$ cat src/rtl/shift_sequencer.sv
// Multi-cycle barrel shifter: one 2^k stage per clock, MSB stage first.
// Define SHIFT_SEQUENCER_SRL_EN to enable logical right shift (op 10).
module shift_sequencer #(
    parameter bit EARLY_DONE = 1'b0
) (
    input  logic        clock,
    input  logic        reset,
    input  logic        ctrl_start,
    input  logic [1:0]  ctrl_shiftop,
    input  logic [4:0]  ctrl_shiftamt,
    input  logic [31:0] data_operandA,
    output logic [31:0] data_result,
    output logic        data_resultRDY,
    output logic        data_exception,
    output logic        busy
);

    typedef enum logic {
        IDLE,
        SHIFT
    } state_t;

    typedef enum logic [1:0] {
        OP_SLL = 2'b00,
        OP_SRA = 2'b01,
        OP_SRL = 2'b10,
        OP_ILL = 2'b11
    } shift_op_t;

    state_t      state_q, state_d;
    logic [2:0]  k_q, k_d;
    logic [31:0] work_q, work_d;
    logic [4:0]  amt_q, amt_d;
    shift_op_t   op_q, op_d;
    logic        sign_q, sign_d;
    logic [31:0] result_d;
    logic        rdy_d, exc_d, busy_d;

    logic [4:0]  step;
    logic [63:0] sra_ext;
    logic [31:0] stage_val;
    logic [4:0]  low_mask;
    logic        last_stage;

    function automatic logic op_legal(input shift_op_t op);
        logic legal;
        case (op)
            OP_SLL, OP_SRA: legal = 1'b1;
`ifdef SHIFT_SEQUENCER_SRL_EN
            OP_SRL:         legal = 1'b1;
`endif
            default:        legal = 1'b0;
        endcase
        return legal;
    endfunction

    // One stage of the shifter; SRA fills from the sign latched at accept.
    always_comb begin
        step      = 5'd1 << k_q;
        sra_ext   = {{32{sign_q}}, work_q} >> step;
        stage_val = work_q;
        if (amt_q[k_q]) begin
            case (op_q)
                OP_SLL:  stage_val = work_q << step;
                OP_SRA:  stage_val = sra_ext[31:0];
`ifdef SHIFT_SEQUENCER_SRL_EN
                OP_SRL:  stage_val = work_q >> step;
`endif
                default: stage_val = work_q;
            endcase
        end
    end

    // Early completion once every amount bit below the current stage is zero.
    always_comb begin
        low_mask   = ~(5'b11111 << k_q);
        last_stage = (k_q == 3'd0) || (EARLY_DONE && ((amt_q & low_mask) == 5'd0));
    end

    always_comb begin
        state_d  = state_q;
        k_d      = k_q;
        work_d   = work_q;
        amt_d    = amt_q;
        op_d     = op_q;
        sign_d   = sign_q;
        result_d = data_result;
        rdy_d    = 1'b0;
        exc_d    = 1'b0;
        busy_d   = busy;
        case (state_q)
            IDLE: begin
                if (ctrl_start) begin
                    work_d  = data_operandA;
                    amt_d   = ctrl_shiftamt;
                    op_d    = shift_op_t'(ctrl_shiftop);
                    sign_d  = data_operandA[31];
                    k_d     = 3'd4;
                    state_d = SHIFT;
                    busy_d  = 1'b1;
                end
            end
            SHIFT: begin
                if (!op_legal(op_q)) begin
                    result_d = '0;
                    rdy_d    = 1'b1;
                    exc_d    = 1'b1;
                    busy_d   = 1'b0;
                    state_d  = IDLE;
                end else begin
                    work_d = stage_val;
                    k_d    = k_q - 3'd1;
                    if (last_stage) begin
                        result_d = stage_val;
                        rdy_d    = 1'b1;
                        busy_d   = 1'b0;
                        state_d  = IDLE;
                    end
                end
            end
            default: state_d = IDLE;
        endcase
    end

    always_ff @(posedge clock) begin
        if (reset) begin
            state_q        <= IDLE;
            k_q            <= '0;
            work_q         <= '0;
            amt_q          <= '0;
            op_q           <= OP_SLL;
            sign_q         <= 1'b0;
            data_result    <= '0;
            data_resultRDY <= 1'b0;
            data_exception <= 1'b0;
            busy           <= 1'b0;
        end else begin
            state_q        <= state_d;
            k_q            <= k_d;
            work_q         <= work_d;
            amt_q          <= amt_d;
            op_q           <= op_d;
            sign_q         <= sign_d;
            data_result    <= result_d;
            data_resultRDY <= rdy_d;
            data_exception <= exc_d;
            busy           <= busy_d;
        end
    end

endmodule

$ cat config.mk
export PLATFORM = sky130hd
export DESIGN_NAME = shift_sequencer
export DESIGN_NICKNAME = d
export VERILOG_FILES = /design/src/rtl/shift_sequencer.sv
export SDC_FILE = /design/constraint.sdc
export NUM_CORES = 1
export LEC_CHECK = 0
export ABC_AREA = 1
export BUFFER_PORTS_ARGS = -buffer_cell sky130_fd_sc_hd__buf_2
export CELL_PAD_IN_SITES_DETAIL_PLACEMENT = 0
export CELL_PAD_IN_SITES_GLOBAL_PLACEMENT = 1
export CORE_MARGIN = 1.5
export CORE_UTILIZATION = 34
export CTS_CLUSTER_DIAMETER = 50
export DETAILED_ROUTE_END_ITERATION = 6
export PLACE_DENSITY = 0.71
export SLEW_MARGIN = 40
export SYNTH_ARGS = -nofsm -noshare
export SYNTH_HDL_FRONTEND = slang
export SYNTH_SLANG_ARGS = --single-unit
$ cat constraint.sdc
create_clock -name clock -period 2.33 [get_ports clock]
set_input_delay 0.466 -clock clock [delete_from_list [all_inputs] [get_ports clock]]
set_output_delay 0.466 -clock clock [all_outputs]
set_load 0.05 [all_outputs]
==> run metrics <==
Critical Path Slowest Stage Cell sky130_fd_sc_hd__dfxtp_2; clock-pin transition on the worst setup and hold timing paths 0.07 ns; buffers and inverters on the worst path 5; antenna violations before repair 0; die extent in x 147 um; cell leakage power ~0.0048 uW; area inside the core boundary 20200 um^2; unrepaired setup endpoints after global routing yes; adder-cell area share of the yosys netlist less than 1%; classification of the worst-slack hold path primary input to flip-flop; number of I/O pins 77; instance count after placement with tap cells included 1636; min Tclk post-route 2.27 ns; Placement Cell Area 8210 um^2; iteration count of the initial detailed-routing pass 6; tightest slew margin relative to the limit a little over 70%; largest net degree at the start of global routing 37; Post-CTS Hold Fix Bufs 0; Synth Warn # 0; growth of design area from synthesis to finish 35.4%; IO buf count 76; WP data arrival roughly 2.5 ns; share of cell area taken by muxes after synthesis 0%; CTS tree yes; Largest delay share family, worst path simple AND/OR/NAND/NOR gates; antenna-violating nets left 0; Die Y-Extent between 100 and 150 um; final setup vio count 0; part of the Yosys area used for sequential elements 22.6%; commonest non-fill, non-tap cell in the layout sky130_fd_sc_hd__nand2_1; highest achievable clock rate 0.440 GHz; CP Cell Sequence inv_2 > buf_6 > ha_4 > nand2_8 > clkinv_8 > buf_12 > buf_12 > nand3_2 > nand3_2 > a21oi_1 > nand3b_1 > nand2_1 > nand2_1 > nand2_1 > a22o_1; number of nets in the synthesized netlist 1324; via count of the first global-routing pass 8337; number of flip-flops and latches in the synthesized netlist 79; actual transition at the worst max-transition pin between 0.4 and 0.5 ns; average size of a mapped cell 5.48 um^2; clock tree root driver cell sky130_fd_sc_hd__clkbuf_16; kind of end point of the critical path flip-flop; proportion of layout cells with a drive suffix above 1 27.1%; largest vdd supply drop 0.000526 V; number of instances in the synthesized netlist 1277; final net count 1443; routed wirelength normalized by instance count 18.9 um; post-route core utilization 46.9%; total number of placement rows 52; clock buffer count from CTS 9; Final Skew 0.00743 ns; Total Power 7280 uW; simple-gate portion of the synthesized area 57.0%; post-synthesis share of cell area spent on xor and xnor gates 0%; total wire length 31.5 mm; antenna diode count 0; leading cell types in the layout, fill and taps excluded sky130_fd_sc_hd__nand2_1 (449), sky130_fd_sc_hd__nand3_1 (262), sky130_fd_sc_hd__buf_4 (83); vias per inst around 5.5; Top cell by count, worst path sky130_fd_sc_hd__nand2_1; clock insertion delay at the later pin of the skew report 0.35 ns; main combinational cell family by area after synthesis simple AND/OR/NAND/NOR gates; run status complete, no violations; number of H-tree levels 3; worst setup path class flip-flop to flip-flop; starting DRC count in detailed routing between 800 and 900; number of unique standard cell types used by synthesis 38; post-DP HPWL 22.6 mm; GRT Resource Usage Total 27.1%; wire length of the first global-routing pass 45.4 mm; worst endpoint required time 2.58 ns; total gr overflow 0; Critical Path Max Stage Delay around 0.33 ns; number of vias in the routed layout 9237; Final period util 97.5%; Die Area 21500 um^2; Final Cell Area 9480 um^2; gpl congestion 0.959; count of clock tree sinks 79; post-route non-filler standard cell count roughly 1700; Max Cap Violations 0; Cell Pwr Density about 770 nW/um^2; DR DRC count 0; total count of hold-check failures in the final report 0; number of slew-limit violations in the final report 0; maximum fanout encountered on the critical timing path 13; Post-Syn Area 7000 um^2; Compound-Gate Fraction of Synth Area around a tenth; Initial Utilization 34.6%; type of origin of the critical path flip-flop; number of buffers on the longest clock path 2
==> power breakdown <==
group          internal [uW]  switching, uW  leakage, uW
combinational           1420           2700      0.00394
sequential              1470           81.5     0.000648
clock                    955            656     0.000162
total                   3840           3440      0.00475
==> worst paths after layout <==
check / endpoint / slack [ns] / from / depth (start not counted)
worst max-delay path: data_result[22] / 0.06 / k_q[1] / 15
worst min-delay path: amt_q[2] / 0.36 / ctrl_shiftamt[2] / 3
worst max register to register: data_result[22] / 0.06 / k_q[1] / 15
worst min register to register: data_result[8] / 0.46 / data_result[8] / 2
==> state kept, by name, indices dropped and copies added, names as in the netlist <==
signal / count
data_result: 32
work_q: 32
amt_q: 5
k_q: 3
op_q: 2
busy: 1
data_exception: 1
data_resultRDY: 1
sign_q: 1
state_q: 1
==> routing by layer <==
layer / GRT usage [%] / share of wire [%]
met1: 35.5 / 42
met2: 43.7 / 46
met3: 4.69 / 8.1
met4: 11.8 / 4.0
met5: 0 / 0
==> logic make-up after synthesis <==
logic type,after synthesis
AO/OA/AOI/OAI,126
buffers and inverters,140
adder cells (fa/ha/maj),5
flip-flops,79
AND/OR/NAND/NOR,927
==> through the flow <==
stage | TNS, ns | hold slack (ns) | setup WS (ns)
2_1_floorplan | 0 | 0.445 | 0.189
3_3_place_gp | -0.0418 | 0.437 | -0.0186
3_5_place_dp | -0.199 | 0.436 | -0.0406
4_1_cts | 0 | 0.359 | 0.00546
5_1_grt | -0.591 | 0.388 | -0.0588
6_report | 0 | 0.364 | 0.0593
==> worst register-to-register path, delay by kind of cell, from the launching register on <==
kind | cells | cell delay, ns
and+or+nand+nor | 7 | 0.74
buffers and inverters | 5 | 0.61
DFF | 1 | 0.33
AOI/OAI and AO/OA | 2 | 0.32
adders and majority gates | 1 | 0.17
==> layout make-up <==
type	count	area [um^2]
fill	2249	10800
multi-input combinational	1060	5400
timing repair buffer	189	1600
sequential	79	1590
tap	270	338
inverter	57	234
clock buffer	9	225
clock inverter	7	103
==> synth_stat cells <==
library cell                  n  area [um^2]
sky130_fd_sc_hd__a21boi_1     2         15.0
sky130_fd_sc_hd__a21boi_2     1         11.3
sky130_fd_sc_hd__a21oi_1     40          200
sky130_fd_sc_hd__a22o_1      14          123
sky130_fd_sc_hd__and2_1       1         6.26
sky130_fd_sc_hd__and3_1       1         6.26
sky130_fd_sc_hd__buf_1        7         26.3
sky130_fd_sc_hd__buf_12       1         20.0
sky130_fd_sc_hd__buf_2       31          155
sky130_fd_sc_hd__buf_4        3         22.5
sky130_fd_sc_hd__buf_6        4         45.0
sky130_fd_sc_hd__buf_8        1         15.0
sky130_fd_sc_hd__clkbuf_1    36          135
sky130_fd_sc_hd__dfxtp_1     79         1580
sky130_fd_sc_hd__ha_1         5         62.6
sky130_fd_sc_hd__inv_1       52          195
sky130_fd_sc_hd__inv_2        4         15.0
sky130_fd_sc_hd__inv_6        1         8.76
sky130_fd_sc_hd__nand2_1    500         1880
sky130_fd_sc_hd__nand2_2     25          156
sky130_fd_sc_hd__nand2_4      1         11.3
sky130_fd_sc_hd__nand2_8      1         20.0
sky130_fd_sc_hd__nand3_1    321         1610
sky130_fd_sc_hd__nand3b_1     1         7.51
sky130_fd_sc_hd__nor2_1      69          259
sky130_fd_sc_hd__nor2_2       2         12.5
sky130_fd_sc_hd__nor2_4       1         11.3
sky130_fd_sc_hd__nor3_1       3         15.0
sky130_fd_sc_hd__o2111ai_1    3         26.3
sky130_fd_sc_hd__o211ai_1     2         15.0
sky130_fd_sc_hd__o21a_1       2         15.0
sky130_fd_sc_hd__o21ai_0     44          220
sky130_fd_sc_hd__o21ai_1     14         70.1
sky130_fd_sc_hd__o21ai_2      1         8.76
sky130_fd_sc_hd__o21bai_1     1         7.51
sky130_fd_sc_hd__o221ai_1     1         8.76
sky130_fd_sc_hd__o22ai_1      1         6.26
sky130_fd_sc_hd__or2_1        1         6.26
==> timing repair <==
action,CTS,global route
pin swaps,1,45
endpoints found under the setup margin,16,63
cloned,1,10
resized for setup,5,156
buffers inserted,0,8
Note: power is estimated with default switching activity, not from simulation.
